`config.mk`:
```
export PLATFORM = sky130hd
export DESIGN_NAME = cpu_reset_sequencer
export DESIGN_NICKNAME = d
export VERILOG_FILES = /design/src/rtl/cpu_reset_sequencer_pkg.sv /design/src/rtl/cpu_reset_sequencer_rst_sync2.sv /design/src/rtl/cpu_reset_sequencer.sv
export SDC_FILE = /design/constraint.sdc
export NUM_CORES = 1
export LEC_CHECK = 0
export CORE_ASPECT_RATIO = 1.4
export CORE_UTILIZATION = 25
export CTS_BUF_LIST = sky130_fd_sc_hd__clkbuf_2
export CTS_CLUSTER_SIZE = 20
export DETAILED_ROUTE_END_ITERATION = 7
export GPL_ROUTABILITY_DRIVEN = 0
export PLACE_DENSITY = 0.48
export SETUP_SLACK_MARGIN = 0.3
export SLEW_MARGIN = 15
export SYNTH_ARGS = -nofsm -noshare
export SYNTH_HDL_FRONTEND = slang
export SYNTH_SLANG_ARGS = --single-unit
```
`constraint.sdc`:
```
create_clock -name clk -period 4.9 [get_ports clk]
set_input_delay 1.47 -clock clk [delete_from_list [all_inputs] [get_ports clk]]
set_output_delay 1.47 -clock clk [all_outputs]
set_load 0.01 [all_outputs]
```
`src/rtl/cpu_reset_sequencer_pkg.sv`:
```
// Shared types and defaults for the CPU reset/run-control sequencer.
// FSM state encoding, default parameter values and the program-counter width.
package cpu_rstseq_pkg;

    localparam int PC_W = 32;

    localparam int DEF_NUM_CH      = 3;
    localparam int DEF_HOLD_CYCLES = 10;
    localparam int DEF_STAGE_GAP   = 2;
    localparam int DEF_STALL_LIMIT = 16;
    localparam int DEF_MAX_CYCLES  = 100000;
    localparam int DEF_CNT_W       = 32;

    typedef enum logic [1:0] {
        S_HOLD  = 2'd0,
        S_STAGE = 2'd1,
        S_RUN   = 2'd2,
        S_DONE  = 2'd3
    } state_t;

endpackage

```
`src/rtl/cpu_reset_sequencer_rst_sync2.sv`:
```
// Two-flop reset synchroniser: asserts asynchronously with arst_n, releases
// synchronously two clock edges after arst_n rises.
module rst_sync2 (
    input  logic clk,
    input  logic arst_n,
    output logic srst_n
);

    logic meta;

    // Shift ones through the chain once the external reset lets go.
    always_ff @(posedge clk or negedge arst_n) begin
        if (!arst_n) begin
            meta   <= 1'b0;
            srst_n <= 1'b0;
        end else begin
            meta   <= 1'b1;
            srst_n <= meta;
        end
    end

endmodule

```
`src/rtl/cpu_reset_sequencer.sv`:
```
// Reset and run-control harness for the MIPS core and its memories.
// Holds all reset channels after the synchronised release, frees them one by
// one (channel 0 first), then counts run cycles and watches the PC for a halt
// or a cycle timeout. soft_restart re-runs the whole sequence.
// Optional build macro CPU_RSTSEQ_SNAPSHOT_EN adds halt_pc / halt_cycle
// outputs that record where and when the core halted.
module cpu_reset_sequencer
    import cpu_rstseq_pkg::*;
#(
    parameter int NUM_CH      = DEF_NUM_CH,
    parameter int HOLD_CYCLES = DEF_HOLD_CYCLES,
    parameter int STAGE_GAP   = DEF_STAGE_GAP,
    parameter int STALL_LIMIT = DEF_STALL_LIMIT,
    parameter int MAX_CYCLES  = DEF_MAX_CYCLES,
    parameter int CNT_W       = DEF_CNT_W
) (
    input  logic              clk,
    input  logic              reset,
    input  logic              soft_restart,
    input  logic [PC_W-1:0]   pc,
    input  logic              pc_valid,
    output logic [NUM_CH-1:0] rst_out,
    output logic              running,
    output logic              halted,
    output logic              timeout,
    output logic [CNT_W-1:0]  cycle_cnt
`ifdef CPU_RSTSEQ_SNAPSHOT_EN
    ,
    output logic [PC_W-1:0]   halt_pc,
    output logic [CNT_W-1:0]  halt_cycle
`endif
);

    localparam logic [31:0]      HOLD_LAST  = 32'(HOLD_CYCLES - 1);
    localparam logic [31:0]      GAP_LAST   = 32'(STAGE_GAP - 1);
    localparam logic [31:0]      STALL_LAST = 32'(STALL_LIMIT - 1);
    localparam logic [CNT_W-1:0] MAX_LAST   = CNT_W'(MAX_CYCLES - 1);
    localparam bit               TO_EN      = (MAX_CYCLES != 0);

    logic            srst_n;
    state_t          state;
    logic [31:0]     cnt;
    logic [31:0]     stall_cnt;
    logic [PC_W-1:0] last_pc;

    logic            pc_same;
    logic [31:0]     stall_nxt;
    logic            halt_det;
    logic            to_det;

    rst_sync2 u_sync (
        .clk    (clk),
        .arst_n (reset),
        .srst_n (srst_n)
    );

    // Next stall count and the halt/timeout detections seen while running.
    always_comb begin
        pc_same   = pc_valid && (pc == last_pc);
        stall_nxt = stall_cnt;
        if (pc_valid) begin
            stall_nxt = pc_same ? (stall_cnt + 32'd1) : 32'd0;
        end
        halt_det = (stall_nxt == STALL_LAST);
        to_det   = TO_EN && (cycle_cnt == MAX_LAST);
    end

    // Sequencer FSM with registered outputs. A restart behaves like the
    // synchronised release edge: hold count starts from zero on that edge.
    always_ff @(posedge clk or negedge srst_n) begin
        if (!srst_n) begin
            state      <= S_HOLD;
            cnt        <= '0;
            stall_cnt  <= '0;
            last_pc    <= '0;
            rst_out    <= '1;
            running    <= 1'b0;
            halted     <= 1'b0;
            timeout    <= 1'b0;
            cycle_cnt  <= '0;
`ifdef CPU_RSTSEQ_SNAPSHOT_EN
            halt_pc    <= '0;
            halt_cycle <= '0;
`endif
        end else if (soft_restart) begin
            state      <= S_HOLD;
            cnt        <= '0;
            stall_cnt  <= '0;
            last_pc    <= '0;
            rst_out    <= '1;
            running    <= 1'b0;
            halted     <= 1'b0;
            timeout    <= 1'b0;
            cycle_cnt  <= '0;
`ifdef CPU_RSTSEQ_SNAPSHOT_EN
            halt_pc    <= '0;
            halt_cycle <= '0;
`endif
        end else begin
            case (state)
                S_HOLD: begin
                    if (cnt == HOLD_LAST) begin
                        state   <= S_STAGE;
                        cnt     <= '0;
                        // Channel 0 is freed on entry; with no gap, all go at once.
                        rst_out <= (STAGE_GAP == 0) ? '0 : (rst_out << 1);
                    end else begin
                        cnt <= cnt + 32'd1;
                    end
                end
                S_STAGE: begin
                    if (rst_out == '0) begin
                        state   <= S_RUN;
                        running <= 1'b1;
                    end else if (cnt == GAP_LAST) begin
                        rst_out <= rst_out << 1;
                        cnt     <= '0;
                    end else begin
                        cnt <= cnt + 32'd1;
                    end
                end
                S_RUN: begin
                    stall_cnt <= stall_nxt;
                    if (pc_valid && !pc_same) begin
                        last_pc <= pc;
                    end
                    if (halt_det || to_det) begin
                        state   <= S_DONE;
                        running <= 1'b0;
                        halted  <= halt_det;
                        timeout <= to_det;
`ifdef CPU_RSTSEQ_SNAPSHOT_EN
                        if (halt_det) begin
                            halt_pc    <= last_pc;
                            halt_cycle <= cycle_cnt;
                        end
`endif
                    end else if (cycle_cnt != '1) begin
                        cycle_cnt <= cycle_cnt + CNT_W'(1);
                    end
                end
                default: begin
                    // S_DONE: everything frozen until restart or reset.
                end
            endcase
        end
    end

endmodule

```
==> PnR_summary.wiki <==
{| class="wikitable"
! Metric !! Value
|-
| Run status || finished, final reports clean
|-
| Worst slack, placed || -0.006413 ns
|-
| Clock transition time at the flip-flop clock pins of the worst setup and hold paths || about 0.21 ns
|-
| Placement row count || 77
|-
| Layout Nets || about 1100
|-
| Congestion Overflow GR || 0
|-
| Pin count of the biggest net entering global routing || 64
|-
| WHS Endpoint || u_sync.srst_n$_DFF_PN0_
|-
| Number of vias per cell after detailed routing || 4.989
|-
| Post-synth EDFFs || 0
|-
| Final Hold Slack || ~0.38 ns
|-
| Num ports || between 70 and 80
|-
| Crit path kind || in -> reg
|-
| Number of iterations in the first detailed-routing pass || 5
|-
| Setup repair after global routing missed its margin || false
|-
| Reg-to-reg critical path endpoint || cycle_cnt[9]$_DFFE_PN0P_
|-
| Setup TNS Final || 0 ns
|-
| Clock tree from TritonCTS || done
|-
| Slowest library cell on the worst path || sky130_fd_sc_hd__or4_1
|-
| Placed Area || about 9300 µm²
|-
| Highest net fanout along the worst path || 8
|-
| Initial Utilization || 25.40%
|-
| Worst Path Arrival || 4.70 ns
|-
| Number of nets produced by synthesis || between 900 and 1000
|-
| Power per cell area || between 200 and 250 nW/µm²
|-
| Worst IR Drop VDD || about 0.00012 V
|-
| WL/cell || between 15 and 20 µm
|-
| Most heavily used metal layer in global routing || met2
|-
| Number of DRC markers after the initial detailed-route iteration || 453
|-
| Final ANT Viol Nets || 0
|-
| DRC violations left || 0
|-
| Global routing usage on met1 || 17.73%
|-
| Design Area, Final || around 9500 µm²
|-
| Y dimension of the die || ~210 µm
|-
| Post-synthesis average cell area || 8.531 µm²
|-
| Floorplan die area || between 30000 and 40000 µm²
|-
| R2R cell count || 9
|-
| Transition time of the tightest slew-check pin || around 1 ns
|-
| FF+latch count, synth || around 140
|-
| Count of filler cells inserted in the layout || 3421
|-
| Inserted Clock Buffers || 17
|-
| Part of the Yosys area used for sequential elements || roughly 43%
|-
| Area used by multi-input combinational logic || 4254 µm²
|-
| Initial antenna violation count || 1
|-
| Fraction of synthesized cell area taken by the top area cell type || between 40% and 50%
|-
| Largest stage delay, worst path || about 0.57 ns
|-
| Die boundary width || between 150 and 200 µm
|-
| Count of clock tree sinks || between 100 and 150
|-
| Number of failing setup endpoints in the final timing report || 0
|-
| Final worst path period share || 83.77%
|-
| Mapped cell area || approximately 8000 µm²
|-
| # Post-CTS Setup Buffers || 0
|-
| Leakage dissipation || 3.811 nW
|-
| HPWL after detailed placement || approximately 16000 µm
|-
| Total number of vias || slightly above 7000
|-
| Crit-path cells || clkdlybuf4s50_1, xor2_1, nor4_1, nand4_1, o31ai_1, buf_4, o2111ai_1, or4_1, buf_4, nand2_2, buf_4, mux2i_1, nor2_1
|-
| Hold Path Stages || 0
|-
| Number of resized instances in the post-cts repair step || 0
|-
| H-tree lvl count || 4
|-
| Shortest clock period the worst path allows after layout || just over 4 ns
|-
| Area of the core || about 32000 µm²
|-
| Share of synthesized flip-flops with an asynchronous set or reset || 100.0%
|-
| Startpoint of the lowest-slack register-to-register path || cycle_cnt[6]$_DFFE_PN0P_
|-
| CTS Root Cell || sky130_fd_sc_hd__clkbuf_2
|-
| Met3 usage || 2.344%
|-
| Most repeated library cell on the critical path || sky130_fd_sc_hd__buf_4
|-
| Normalized max-slew margin || 32.62%
|-
| Count of final max-slew check failures || 0
|-
| Ranking of synthesized cells by area || sky130_fd_sc_hd__dfrtp_1 (42%), sky130_fd_sc_hd__xor2_1 (6.0%), sky130_fd_sc_hd__nand2_1 (4.9%)
|-
| Count of different cell masters after synthesis || 69
|-
| Maximum Capacitance Violations || 0
|-
| Vias in the first global route || roughly 7000
|-
| Worst hold path type || reg -> reg
|-
| Layout overhead on the synthesized area || 18.20%
|-
| Number of buffers on the longest clock path || 2
|-
| Final-report hold violation count || 0
|-
| Startpoint of the lowest-slack hold path || u_sync.meta$_DFF_PN0_
|-
| Required time of the worst setup path || 5.49 ns
|-
| Post-synth top area cell || sky130_fd_sc_hd__dfrtp_1
|-
| Yosys warns || 0
|-
| GRT Overall Usage || 14.59%
|-
| Clock latency of the later-clocked register in the worst-skew pair || around 0.76 ns
|-
| Met2 track demand over resource || between 20% and 30%
|-
| Final wirelength || between 20000 and 25000 µm
|-
| Placed Cells || 1392
|-
| Share of final-layout standard cells stronger than drive strength 1 || under 10%
|-
| Crit end category || register
|-
| Pwr Total || roughly 2.4 mW
|-
| Worst clock skew on the final layout || around 0.057 ns
|-
| Synth Instances || 941
|-
| Hold Buf Count CTS || 0
|-
| Quantity of I/O buffers inserted on ports || between 70 and 80
|-
| Wire length of the first global-routing pass || 38040 µm
|-
| Worst-case register-to-register setup slack || about 1.2 ns
|-
| Maximum achievable frequency || roughly 240 MHz
|-
| Core Util, Final || between 30% and 40%
|-
| Primary flip-flop cell chosen by synthesis mapping || sky130_fd_sc_hd__dfrtp_1
|-
| Nature of the critical path startpoint || input pin
|-
| Number of cells in the finished layout apart from fillers || about 1400
|-
| Final setup margin || between 0.7 and 0.8 ns
|-
| Footprint of the flip-flops and latches || 3461 µm²
|}
## cell usage in the layout (no fill, tap or decap), types with 3 or more instances in the layout
cell type and count:
sky130_fd_sc_hd__dfrtp_1 134, sky130_fd_sc_hd__nand2_1 104, sky130_fd_sc_hd__nor2_1 101, sky130_fd_sc_hd__a21oi_1 77, sky130_fd_sc_hd__clkdlybuf4s50_1 72, sky130_fd_sc_hd__nand3_1 67
sky130_fd_sc_hd__o21ai_0 63, sky130_fd_sc_hd__xor2_1 55, sky130_fd_sc_hd__buf_4 36, sky130_fd_sc_hd__nor4_1 32, sky130_fd_sc_hd__nand4_1 26, sky130_fd_sc_hd__nor3_1 24
sky130_fd_sc_hd__inv_1 23, sky130_fd_sc_hd__clkbuf_2 20, sky130_fd_sc_hd__or3_1 19, sky130_fd_sc_hd__and3_1 17, sky130_fd_sc_hd__xnor2_1 16, sky130_fd_sc_hd__nor2b_1 13
sky130_fd_sc_hd__or4_1 12, sky130_fd_sc_hd__o31ai_1 10, sky130_fd_sc_hd__mux2_2 9, sky130_fd_sc_hd__ha_1 6, sky130_fd_sc_hd__and4_1 5, sky130_fd_sc_hd__clkinv_2 5
sky130_fd_sc_hd__nor3b_1 4, sky130_fd_sc_hd__nor4b_1 4, sky130_fd_sc_hd__a21o_1 4, sky130_fd_sc_hd__nand4_2 3, sky130_fd_sc_hd__a31oi_1 3, sky130_fd_sc_hd__nand2b_1 3
sky130_fd_sc_hd__or2_2 3, sky130_fd_sc_hd__dfstp_2 3
## kinds of logic (layout without fill, tap and decap cells)
group | Yosys count | in the layout | share of synthesized area [%]
flops | 138 | 138 | 43.06
mux | 13 | 13 | 1.792
other cells | 1 | 2 | 0.04671
compound gates | 180 | 180 | 12.59
xor+xnor | 71 | 71 | 7.746
simple gates | 456 | 456 | 29.63
buf+inv | 75 | 163 | 4.037
fa+ha+maj | 7 | 7 | 1.091
## flip-flops by register name, summed over array words and instances, names as in the netlist
name	count
cnt	32
timeout	1
cycle_cnt	32
state	2
last_pc	32
u_sync.srst_n	1
rst_out	3
halted	1
running	1
u_sync.meta	1
stall_cnt	32
## metal layers
| metal | up-vias | wire length (µm) |
|---|---|---|
| li1 | 3488 | - |
| met5 | - | 0 |
| met1 | 3515 | 9942 |
| met2 | 94 | 12200 |
| met3 | 13 | 541 |
| met4 | 0 | 284 |
## how the worst max path moves through the flow
stage,from,end,slack [ns],cells after the start
after detailed placement,pc[0],cycle_cnt[1]$_DFFE_PN0P_,-0.006,13
after global placement,pc[0],cycle_cnt[1]$_DFFE_PN0P_,0.07,13
final,pc[0],cycle_cnt[1]$_DFFE_PN0P_,0.80,13
after global routing,pc[0],cycle_cnt[26]$_DFFE_PN0P_,0.58,13
after CTS,pc[0],cycle_cnt[1]$_DFFE_PN0P_,0.84,13
after floorplan,pc_valid,state[0]$_DFFE_PN0P_,0.62,11
## cell usage after synthesis, drive strengths merged, types with 4 or more instances
cell type  number
nor2          102
buf            18
o21ai          65
a21oi          77
dfrtp         135
nand2         105
o31ai          10
xor2           55
nor4b           4
or4            14
nand4          30
or3            19
and4            5
clkbuf         34
nor3b           4
nor3           25
ha              7
nor2b          14
xnor2          16
nand3          69
nor4           34
a21o            4
and3           17
inv            23
mux2           11
## final cells by class
type                            count  share of cell area, %
Sequential cell                   138                  36.47
Multi-Input combinational cell    728                  44.83
Clock buffer                       20                  1.055
Tap cell                          395                  5.208
Timing Repair Buffer              108                  10.44
Antenna cell                        1                0.02637
Inverter                           23                 0.9098
Clock inverter                     12                  1.055
## critical path: cells and delay by family
kind	cells	cell delay, ns
and+or+nand+nor	5	1.45
buffers and inverters	4	1.02
AOI/OAI and AO/OA	2	0.41
muxes	1	0.18
xor gates and xnor gates	1	0.16
## report_power, final
group	leakage [nW]	switching (mW)	internal, mW
combinational	1.78	0.312	0.177
clock	0.131	0.448	0.186
sequential	1.90	0.0554	1.19
total	3.81	0.816	1.55
(Power assumes the default switching activity.)
